### config.mk
export PLATFORM = sky130hd
export DESIGN_NAME = if_stage
export DESIGN_NICKNAME = d
export VERILOG_FILES = /design/src/rtl/if_stage.sv
export SDC_FILE = /design/constraint.sdc
export NUM_CORES = 1
export LEC_CHECK = 0
export BUFFER_PORTS_ARGS = -buffer_cell sky130_fd_sc_hd__buf_4
export CORE_MARGIN = 2
export CORE_UTILIZATION = 49
export CTS_BUF_LIST = sky130_fd_sc_hd__clkbuf_4
export DETAILED_ROUTE_END_ITERATION = 10
export GPL_TIMING_DRIVEN = 0
export PLACE_DENSITY = 0.72
export SLEW_MARGIN = 40
export SYNTH_ARGS = -nofsm -noshare
export SYNTH_HDL_FRONTEND = slang
export SYNTH_SLANG_ARGS = --single-unit
### constraint.sdc
create_clock -name clk -period 5.6 [get_ports clk]
set_input_delay 0.56 -clock clk [delete_from_list [all_inputs] [get_ports clk]]
set_output_delay 0.56 -clock clk [all_outputs]
set_load 0.005 [all_outputs]
### src/rtl/if_stage.sv
// Instruction-fetch stage: owns the PC, issues single outstanding imem requests
// and buffers returned words in a 2-entry queue presented to decode.
module if_stage #(
  parameter logic [31:0] RESET_PC = 32'hBFC00000,
  parameter logic [31:0] NOP_WORD = 32'h00000000
) (
  input  logic        clk,
  input  logic        reset,
  input  logic        we,
  input  logic        redirect,
  input  logic [31:0] redirect_pc,
  output logic        imem_req,
  output logic [31:0] imem_addr,
  input  logic        imem_ack,
  input  logic [31:0] imem_rdata,
  output logic [31:0] instruction,
  output logic [31:0] pc_next,
  output logic        fetch_valid
);

  typedef enum logic [1:0] {
    S_REQ  = 2'd0,
    S_IDLE = 2'd1,
    S_DROP = 2'd2
  } state_t;

  state_t      r_state;
  state_t      w_state_nxt;
  logic [31:0] r_pc;
  logic [31:0] r_drop_addr;
  logic [31:0] r_q_word [2];
  logic [31:0] r_q_pcn  [2];
  logic        r_head;
  logic [1:0]  r_count;

  logic        w_push;
  logic        w_pop;
  logic        w_wr_idx;
  logic [1:0]  w_count_nxt;
  logic [31:0] w_pc_inc;
  logic [31:0] w_redirect_pc;
  logic        w_unused;

  assign w_redirect_pc = {redirect_pc[31:2], 2'b00};
  assign w_unused      = ^redirect_pc[1:0];
  assign w_pc_inc      = r_pc + 32'd4;

  // A redirect outranks both the memory response and the decode pop.
  assign w_push      = (r_state == S_REQ) && imem_ack && !redirect;
  assign w_pop       = we && (r_count != 2'd0) && !redirect;
  assign w_count_nxt = r_count + {1'b0, w_push} - {1'b0, w_pop};
  assign w_wr_idx    = r_head ^ r_count[0];

  assign imem_req  = reset && (r_state != S_IDLE);
  assign imem_addr = (r_state == S_DROP) ? r_drop_addr : r_pc;

  assign fetch_valid = (r_count != 2'd0);
  assign instruction = fetch_valid ? r_q_word[r_head] : NOP_WORD;
  assign pc_next     = fetch_valid ? r_q_pcn[r_head]  : 32'd0;

  always_comb begin
    w_state_nxt = r_state;
    case (r_state)
      S_REQ: begin
        if (redirect)
          w_state_nxt = imem_ack ? S_REQ : S_DROP;
        else if (imem_ack)
          w_state_nxt = (w_count_nxt == 2'd2) ? S_IDLE : S_REQ;
      end
      S_IDLE: begin
        if (redirect || w_pop)
          w_state_nxt = S_REQ;
      end
      S_DROP: begin
        if (imem_ack)
          w_state_nxt = S_REQ;
      end
      default: w_state_nxt = S_REQ;
    endcase
  end

  always_ff @(posedge clk or negedge reset) begin
    if (!reset) begin
      r_state <= S_REQ;
      r_pc    <= RESET_PC;
      r_count <= 2'd0;
      r_head  <= 1'b0;
    end else begin
      r_state <= w_state_nxt;
      if (redirect)
        r_pc <= w_redirect_pc;
      else if (w_push)
        r_pc <= w_pc_inc;
      if (redirect) begin
        r_count <= 2'd0;
        r_head  <= 1'b0;
      end else begin
        r_count <= w_count_nxt;
        if (w_pop)
          r_head <= ~r_head;
      end
    end
  end

  // Queue payload and the stale address need no reset; r_count gates their use.
  always_ff @(posedge clk) begin
    if (w_push) begin
      r_q_word[w_wr_idx] <= imem_rdata;
      r_q_pcn[w_wr_idx]  <= w_pc_inc;
    end
    if ((r_state == S_REQ) && redirect && !imem_ack)
      r_drop_addr <= r_pc;
  end

endmodule

==> out/metrics.yaml <==
outcome:
  status: "finished clean"
routing:
  avgViaCountPerCell: 5.41
  vias: 5920
  antenna_left: 0
  wirelength_um: 19900
  post_drt_wl_per_cell_um: 18.2
  drt_iter0_markers: 332
  drt-pass1-iter-count: 5
  drc_errors: 0
logic_synthesis:
  synthArstFlopShare: 0.185
  synth_area_um2: 8550
  ys_seq_elements: 189
  synth_top_area_cell: "edfxtp_1"
  synth_edf_count: 154
  yosysTopAreaCellShare: 0.541
  ys_seq_area_frac: 0.645
  ys.flop_type: "edfxtp_1"
  yosysMostFrequentCell: "edfxtp_1"
  synthTopCellsByArea: "edfxtp_1 (54%), dfrtp_1 (7.6%), mux2i_1 (7.4%)"
  avgSynthCellArea_um2: 13.0
  syn_inst: 659
  ys_types: 49
  yosys_warnings: 0
  netlist_top_cells_count: "edfxtp_1 (154), nor2_1 (92), mux2i_1 (63), nand2_1 (38), clkbuf_1 (30)"
cts:
  clk_pin_slew_ns: 0.15
  cts_tree: "built"
  clock_sinks: 189
  cts_setup_buffers: 0
  cts_buffer_depth: 2
  cts_resized: 0
  cts_buffers: 17
  clock_latency_ns: 0.57
  postCtsHoldBufs: 1
  htree_levels: 4
  root_buffer: "clkbuf_4"
sta:
  setup_ws_ns: 2.36
  slew_headroom: 0.481
  min_period_over_period: 0.579
  min_period_ns: 3.24
  setup_viol: 0
  holdWs_ns: 0.165
  drv_slew: 0
  fmax_mhz: 308
  rsz0062_at_grt: "no"
  max_slew.worst_pin.slew_ns: 0.779
  skew_ns: 0.0198
  final_hold_viol_count: 0
critical_path:
  cp-end-kind: "primary output"
  crit_type: "reg2out"
  crit_path_start_kind: "flop"
  crit_fanout: 10
  critPathArrivalTime_ns: 2.68
  crit_required_ns: 5.04
global_route:
  grt.met2_usage: 0.362
  grt_first_pass_wirelength_um: 30200
  grt.busiest_layer: "met2"
  met3_usage: 0.0436
  grt_max_degree: 41
  grt_use_total: 0.217
  grt_pass1_vias: 5773
  antenna_found_initial: 1
  grt_overflow: 0
  met1_usage: 0.282
power_and_ir_drop:
  leakagePower_nw: 3.89
  power_density_nw_per_um2: 292
  peakVddDrop_mv: 0.155
hold_path:
  min_path_type: "in2reg"
floorplanning:
  core_area_um2: 17200
  start_util: 0.498
  fp-row-count: 48
  die_w_um: 136
  die-area_um2: 18500
  ios: 167
  dieHeight_um: 136
job:
  drv_cap: 0
place:
  pre_cts_ws_ns: 2.47
  place_hpwl_um: 14200
  port_buffers: 160
  dp.cells: 1060
  gp_congestion: 0.873
cells_and_area:
  multiInputGateArea_um2: 2810
  nets: 927
  fin_cells: 1094
  regArea_um2: 5510
  drive_gt1_frac: 0.309
  syn_to_final_growth_pct: 22.6
  fillers: 1433
## cells by family after synthesis
| logic type | Yosys count | share of synthesized area |
|---|---|---|
| multiplexers | 89 | 0.108 |
| XOR/XNOR | 43 | 0.0440 |
| buffers and inverters | 58 | 0.0312 |
| AND/OR/NAND/NOR | 224 | 0.128 |
| AO/OA/AOI/OAI | 52 | 0.0389 |
| adder cells (fa/ha/maj) | 3 | 0.00439 |
| other | 1 | 0.000439 |
| flip-flops | 189 | 0.645 |
## final timing paths
path	from	to	slack (ns)	depth (start not counted)
worst max-delay path	r_state[1]$_DFFE_PN0P_	imem_addr[19]	2.36	5
worst min-delay path	imem_rdata[25]	r_q_word[1][25]$_DFFE_PP_	0.17	1
worst max register to register	r_state[0]$_DFFE_PN0P_	r_state[0]$_DFFE_PN0P_	2.81	9
worst min register to register	r_pc[9]$_DFFE_PN0N_	r_drop_addr[9]$_DFFE_PP_	0.46	0
max in group asynchronous	reset	r_pc[25]$_DFFE_PN1N_	4.74	2
min in group asynchronous	reset	r_pc[30]$_DFFE_PN0N_	0.49	2
## critical path, cell delays in order (launching register included)
cell and delay, ns:
dfrtp_1 0.45, inv_1 0.07, nor2_1 0.45, clkbuf_1 0.58, mux2_2 0.43, buf_4 0.14
## placed cells by master (no fill, tap or decap), drive strengths merged, types with 16 or more instances in the layout
master and instances:
buf 190, nand2 38, dfrtp 26, clkbuf 53, edfxtp 154, nand3 16
mux2 26, mux2i 63, xor2 19, nor2 92, o21ai 19, xnor2 24
## per-layer routing
layer / share of wire / vias to the layer above / wire length, um
li1: - / 2810 / -
met1: 0.42 / 2859 / 8270
met2: 0.50 / 227 / 9900
met3: 0.064 / 24 / 1270
met4: 0.021 / 0 / 414
met5: 0 / - / 0
## state kept, by name (all words and copies together) (netlist names)
| register | count |
|---|---|
| r_state | 2 |
| r_head | 1 |
| r_drop_addr | 30 |
| r_pc | 30 |
| r_q_pcn | 60 |
| r_count | 2 |
| r_q_word | 64 |
## final cells by class
cell class                 instances  share of cell area
buffer                            50              0.0227
antenna                            1            0.000239
clock inverter                    12             0.00907
clock buffer                      20              0.0143
tap                              225              0.0269
sequential                       189               0.526
multi-input combinational        415               0.268
timing repair buffer             174               0.131
inverter                           8             0.00286
## report_power, final
group | internal (mW) | switching (mW) | total [mW]
combinational | 0.333 | 0.371 | 0.704
sequential | 1.64 | 0.0452 | 1.69
clock | 0.231 | 0.444 | 0.676
## stage by stage
stage          setup TNS (ns)  total power [mW]   util  cell area [um2]
2_1_floorplan               0              2.08      -             8560
3_3_place_gp           -80.44              2.39  0.585            10000
3_5_place_dp                0              2.42  0.595            10200
4_1_cts                     0              3.09  0.610            10500
5_1_grt                     0              3.21  0.610            10500
6_report                    0              3.07  0.610            10500
Power figures use the tool's default switching activity.
